**src/rtl/bcd_xs3_seq.sv**
```systemverilog
// bcd_xs3_seq
// -----------
// Multi-digit BCD to Excess-3 conversion sequencer. A packed DIGITS-digit BCD
// word is accepted over a valid/ready handshake and copied into a shadow
// register. One shared 4-bit converter (digit + 3) then processes one digit
// per clock, least-significant digit first. The packed Excess-3 word is
// returned over a second valid/ready handshake, together with a flag that is
// set when any input digit of that word was greater than 9.
//
// Ports:
//   clk        system clock, rising-edge active
//   rst        asynchronous, active-high reset
//   in_valid   source presents bcd_in
//   in_ready   block can accept a word (IDLE only)
//   bcd_in     packed BCD, digit i at bits [4i+3:4i]
//   out_valid  xs3_out and err are valid (DONE only)
//   out_ready  sink accepts the result
//   xs3_out    packed Excess-3 result, same layout as bcd_in
//   err        at least one digit of the word was greater than 9
//   busy       high while converting or holding a result
module bcd_xs3_seq #(
  parameter int DIGITS = 4
) (
  input  logic                clk,
  input  logic                rst,
  input  logic                in_valid,
  output logic                in_ready,
  input  logic [4*DIGITS-1:0] bcd_in,
  output logic                out_valid,
  input  logic                out_ready,
  output logic [4*DIGITS-1:0] xs3_out,
  output logic                err,
  output logic                busy
);

  localparam int W     = 4 * DIGITS;
  localparam int IDX_W = (DIGITS > 1) ? $clog2(DIGITS) : 1;

  localparam logic [IDX_W-1:0] IDX_ZERO = IDX_W'(0);
  localparam logic [IDX_W-1:0] IDX_ONE  = IDX_W'(1);
  localparam logic [IDX_W-1:0] IDX_LAST = IDX_W'(DIGITS - 1);

  typedef enum logic [1:0] {
    ST_IDLE = 2'd0,
    ST_CONV = 2'd1,
    ST_DONE = 2'd2
  } state_t;

  // Returns {digit_error, excess3_digit}. Non-BCD digits map to 4'b0000 and
  // raise the error bit.
  function automatic logic [4:0] xs3_conv(input logic [3:0] d);
    logic [4:0] r;
    if (d <= 4'd9) begin
      r = {1'b0, d + 4'd3};
    end else begin
      r = {1'b1, 4'b0000};
    end
    return r;
  endfunction

  state_t           state_q;
  logic [IDX_W-1:0] idx_q;
  logic [W-1:0]     shadow_q;
  logic [W-1:0]     result_q;
  logic             err_q;
  logic             in_ready_q;
  logic             out_valid_q;
  logic             busy_q;

  logic [3:0]       digit_d;
  logic [3:0]       xs3_digit_d;
  logic             dig_err_d;

  // Shared digit converter: selects shadow digit idx and converts it.
  always_comb begin
    digit_d     = 4'b0000;
    xs3_digit_d = 4'b0000;
    dig_err_d   = 1'b0;
    digit_d     = shadow_q[{idx_q, 2'b00} +: 4];
    {dig_err_d, xs3_digit_d} = xs3_conv(digit_d);
  end

  // Sequencer FSM with registered handshake and status outputs.
  always_ff @(posedge clk or posedge rst) begin
    if (rst) begin
      state_q     <= ST_IDLE;
      idx_q       <= IDX_ZERO;
      shadow_q    <= {W{1'b0}};
      result_q    <= {W{1'b0}};
      err_q       <= 1'b0;
      in_ready_q  <= 1'b1;
      out_valid_q <= 1'b0;
      busy_q      <= 1'b0;
    end else begin
      case (state_q)
        ST_IDLE: begin
          if (in_valid) begin
            shadow_q   <= bcd_in;
            result_q   <= {W{1'b0}};
            err_q      <= 1'b0;
            idx_q      <= IDX_ZERO;
            state_q    <= ST_CONV;
            in_ready_q <= 1'b0;
            busy_q     <= 1'b1;
          end else begin
            state_q    <= ST_IDLE;
          end
        end
        ST_CONV: begin
          result_q[{idx_q, 2'b00} +: 4] <= xs3_digit_d;
          err_q <= err_q | dig_err_d;
          if (idx_q == IDX_LAST) begin
            state_q     <= ST_DONE;
            out_valid_q <= 1'b1;
          end else begin
            idx_q <= idx_q + IDX_ONE;
          end
        end
        ST_DONE: begin
          // Result and err are held until the sink takes them; the result
          // register keeps its value after the handshake.
          if (out_ready) begin
            state_q     <= ST_IDLE;
            out_valid_q <= 1'b0;
            in_ready_q  <= 1'b1;
            busy_q      <= 1'b0;
          end else begin
            state_q     <= ST_DONE;
          end
        end
        default: begin
          state_q     <= ST_IDLE;
          idx_q       <= IDX_ZERO;
          in_ready_q  <= 1'b1;
          out_valid_q <= 1'b0;
          busy_q      <= 1'b0;
        end
      endcase
    end
  end

  assign in_ready  = in_ready_q;
  assign out_valid = out_valid_q;
  assign busy      = busy_q;
  assign xs3_out   = result_q;
  assign err       = err_q;

endmodule

```
**config.mk**
```make
export PLATFORM = sky130hd
export DESIGN_NAME = bcd_xs3_seq
export DESIGN_NICKNAME = d
export VERILOG_FILES = /design/src/rtl/bcd_xs3_seq.sv
export SDC_FILE = /design/constraint.sdc
export NUM_CORES = 1
export LEC_CHECK = 0
export ABC_AREA = 1
export CORE_MARGIN = 5
export CORE_UTILIZATION = 46
export DETAILED_ROUTE_END_ITERATION = 7
export GPL_TIMING_DRIVEN = 0
export PLACE_DENSITY = 0.85
export SLEW_MARGIN = 10
export SYNTH_ARGS = -nofsm -noshare
export SYNTH_HDL_FRONTEND = slang
export SYNTH_SLANG_ARGS = --single-unit
export TNS_END_PERCENT = 5
```
**constraint.sdc**
```tcl
create_clock -name clk -period 1.8 [get_ports clk]
set_input_delay 0.27 -clock clk [delete_from_list [all_inputs] [get_ports clk]]
set_output_delay 0.27 -clock clk [all_outputs]
set_load 0.05 [all_outputs]
```
==> impl_metrics.py <==
metrics = {
    "outcome": {
        "status": "finished, violations left",
        "failed_checks": "negative setup slack",
    },
    "clocking": {
        "cts_buffers": 5,
        "clock_latency_ns": 0.29,
        "cts_tree": "built",
        "root_buffer": "clkbuf_8",
        "clock-sinks": 40,
        "h-tree-depth": 2,
        "clk_path_buf_depth": 2,
        "clk_pin_slew_ns": 0.07,
    },
    "yosys": {
        "netlist_area_um2": 1990,
        "syn_area_per_cell_um2": 7.92,
        "synthCells": 251,
        "synth-xor-area-share_pct": 0,
        "ys_seq_area_share_pct": 50.4,
        "ys_seq_elements": 40,
        "synth_top_family_by_area": "simple AND/OR/NAND/NOR gates",
        "yosys-top-cells-area": "dfrtp_1, nand2_1, inv_1",
        "synth.top_cell.area_share_pct": 49.1,
        "synth_top_cell_by_area": "dfrtp_1",
        "yosys_warnings": 0,
        "yosysUniqueCellTypes": 27,
        "synth_mux_area_share_pct": 0,
        "synthSimpleGateAreaFrac_pct": 31.7,
        "synth_nets": 277,
        "synth-compound-area-share_pct": 6.10,
        "yosys.area_share.adder_pct": 3.78,
    },
    "route": {
        "drt-initial-drc-count": 131,
        "post_drt_wl_per_cell_um": 13.1,
        "drc": 0,
        "num_vias": 1782,
        "totalWireLength_um": 4730,
        "ant_nets": 0,
        "dr.pass1.iters": 6,
        "vias_per_cell": 4.94,
    },
    "timing": {
        "min_period_ns": 1.83,
        "slew_headroom_pct": 46.4,
        "period_share_pct": 102,
        "rsz0062_at_grt": "true",
        "finClkSkew_ns": 0.00302,
        "fmax_ghz": 0.546,
        "hold_viol": 0,
        "worst-slew-pin-transition_ns": 0.804,
        "finalMaxSlewViolations": 0,
        "setup_viol": 9,
        "finalWorstSetupSlack_ns": -0.0319,
    },
    "power": {
        "switching_share_pct": 49.9,
        "clockPowerShare_pct": 10.1,
        "p_per_area_nw_per_um2": 2170,
        "finalPower_mw": 5.99,
        "combinationalPowerShare_pct": 64.8,
        "p_int_mw": 3.00,
        "switchingPower_mw": 2.99,
        "ir_worst_vdd_mv": 1.04,
        "power_leakage_nw": 1.38,
        "p_seq_share_pct": 25.1,
    },
    "cells_and_area": {
        "utilization_pct": 64.8,
        "n_fill_cell": 362,
        "fin_nets": 334,
        "final_cells": 361,
        "diodes": 0,
        "mostFrequentLayoutCells": "nand2_1, dfrtp_1, clkdlybuf4s50_1",
        "final_common_cell": "nand2_1",
        "syn2layout_area_growth_pct": 39.0,
        "drive_gt1_share_pct": 20.7,
    },
    "global_route": {
        "grt_use_total_pct": 17.1,
        "antenna_found_initial": 0,
        "overflow": 0,
        "grt_pass1_vias": 1763,
        "grt_max_degree": 41,
        "grt_pass1_wl_um": 7380,
    },
    "placed_design": {
        "hpwlAfterDp_um": 3090,
        "placed_cells": 342,
        "port_buffers": 39,
        "gp_congestion": 0.807,
    },
    "floorplanning": {
        "fp.dieW_um": 75.7,
        "core_um2": 4260,
        "fp-row-count": 24,
        "die_h_um": 75.7,
        "initial_core_util_pct": 46.6,
        "dieArea_um2": 5740,
        "ios": 40,
    },
    "setup_path": {
        "worstSetupPathType": "reg2reg",
        "r2r_start": "idx_q[0]",
        "cp_slowest_cell": "dfrtp_1",
        "critPathBufInv": 4,
        "cp_data_arrival_time_ns": 2.02,
        "end_kind": "flop",
        "cp.required_ns": 1.98,
        "crit_start": "idx_q[0]",
        "crit_fanout": 6,
        "reg2regPathDepth": 15,
        "worst-r2r-setup-slack_ns": -0.03,
        "r2r-end": "xs3_out[4]",
        "worstPathCellList": "buf_6 -> buf_6 -> nand2_2 -> nand3_2 -> nand2_4 -> inv_4 -> ha_4 -> nor2_4 -> inv_2 -> nand2_2 -> nand2_4 -> nand2_4 -> nor2_4 -> nand2_2 -> o21ai_1",
        "startpoint_type": "flop",
        "path_delay_family": "simple AND/OR/NAND/NOR gates",
        "critPathMaxStageDelay_ns": 0.40,
    },
    "worst_hold_path": {
        "hold_class": "in2async",
    },
    "flow_run": {
        "drv_cap": 0,
    },
}
cell usage after synthesis (all sizes together):
cell type,count
a21oi,3
buf,4
clkbuf,2
clkinv,1
dfrtp,39
dfstp,1
ha,6
inv,30
nand2,112
nand3,14
nand3b,1
nand4,2
nor2,14
nor3,1
nor4,1
o21ai,16
o22ai,3
or2,1
stage by stage:
stage	hold WS, ns	TNS (ns)	worst slack (ns)	area, um^2
6_report	0.445	-0.141	-0.0319	2760
3_5_place_dp	0.465	-2.84	-0.231	2440
3_3_place_gp	0.462	-7.95	-0.164	2440
2_1_floorplan	0.380	0	0.0295	1990
4_1_cts	0.475	-0.569	-0.0814	2650
5_1_grt	0.500	-1.79	-0.147	2760
state kept, by name, indices dropped and copies added, names as in the netlist:
| name | cells |
|---|---|
| err | 1 |
| out_valid | 1 |
| state_q | 2 |
| busy | 1 |
| idx_q | 2 |
| xs3_out | 16 |
| in_ready | 1 |
| shadow_q | 16 |
cell families (layout without fill, tap and decap cells):
logic type / after synthesis / after routing
compound gates: 22 / 22
fa+ha+maj: 6 / 6
buf+inv: 37 / 95
flops: 40 / 40
simple gates: 146 / 146
how the worst max path moves through the flow:
stage | slack [ns] | cells after the start | end
floorplan | 0.03 | 16 | xs3_out[3]
global placement | -0.16 | 13 | xs3_out[12]
detailed placement | -0.23 | 12 | xs3_out[11]
CTS | -0.08 | 16 | xs3_out[12]
global route | -0.15 | 15 | xs3_out[4]
finish | -0.03 | 15 | xs3_out[4]
routing by layer:
layer  part of all wire, %  GRT usage [%]  vias to the layer above  routed length, um
li1                      -              -                      884                  -
met3                   6.3           4.49                       12                299
met1                    40           18.6                      831               1880
met2                    51           30.7                       55               2440
met4                   2.4           7.96                        0                112
met5                     0              0                        -                  0
repair_timing:
action                     in CTS  in global routing
gates resized for setup        18                 23
hold buffers                    0                  0
pin swaps                       7                 16
setup endpoints to repair      18                 17
buffers inserted                8                  4
cell type report:
cell class	count	area, um^2	area share (%)
plain buffers	5	38.8	1.40
clock buffers	8	90.1	3.26
inverters	31	124	4.48
multi-input cells	174	955	34.6
flip-flops and latches	40	1000	36.3
well taps	52	65.1	2.36
repair buffers	51	487	17.6
power by group through the flow:
stage	Combinational (mW)	Sequential [mW]	Clock [mW]
finish	3.88	1.50	0.604
global route	4.25	1.54	0.647
CTS	3.35	1.48	0.611
detailed placement	2.94	1.50	0
global placement	2.87	1.48	0
floorplan	1.74	1.94	0
Power figures use the tool's default switching activity.
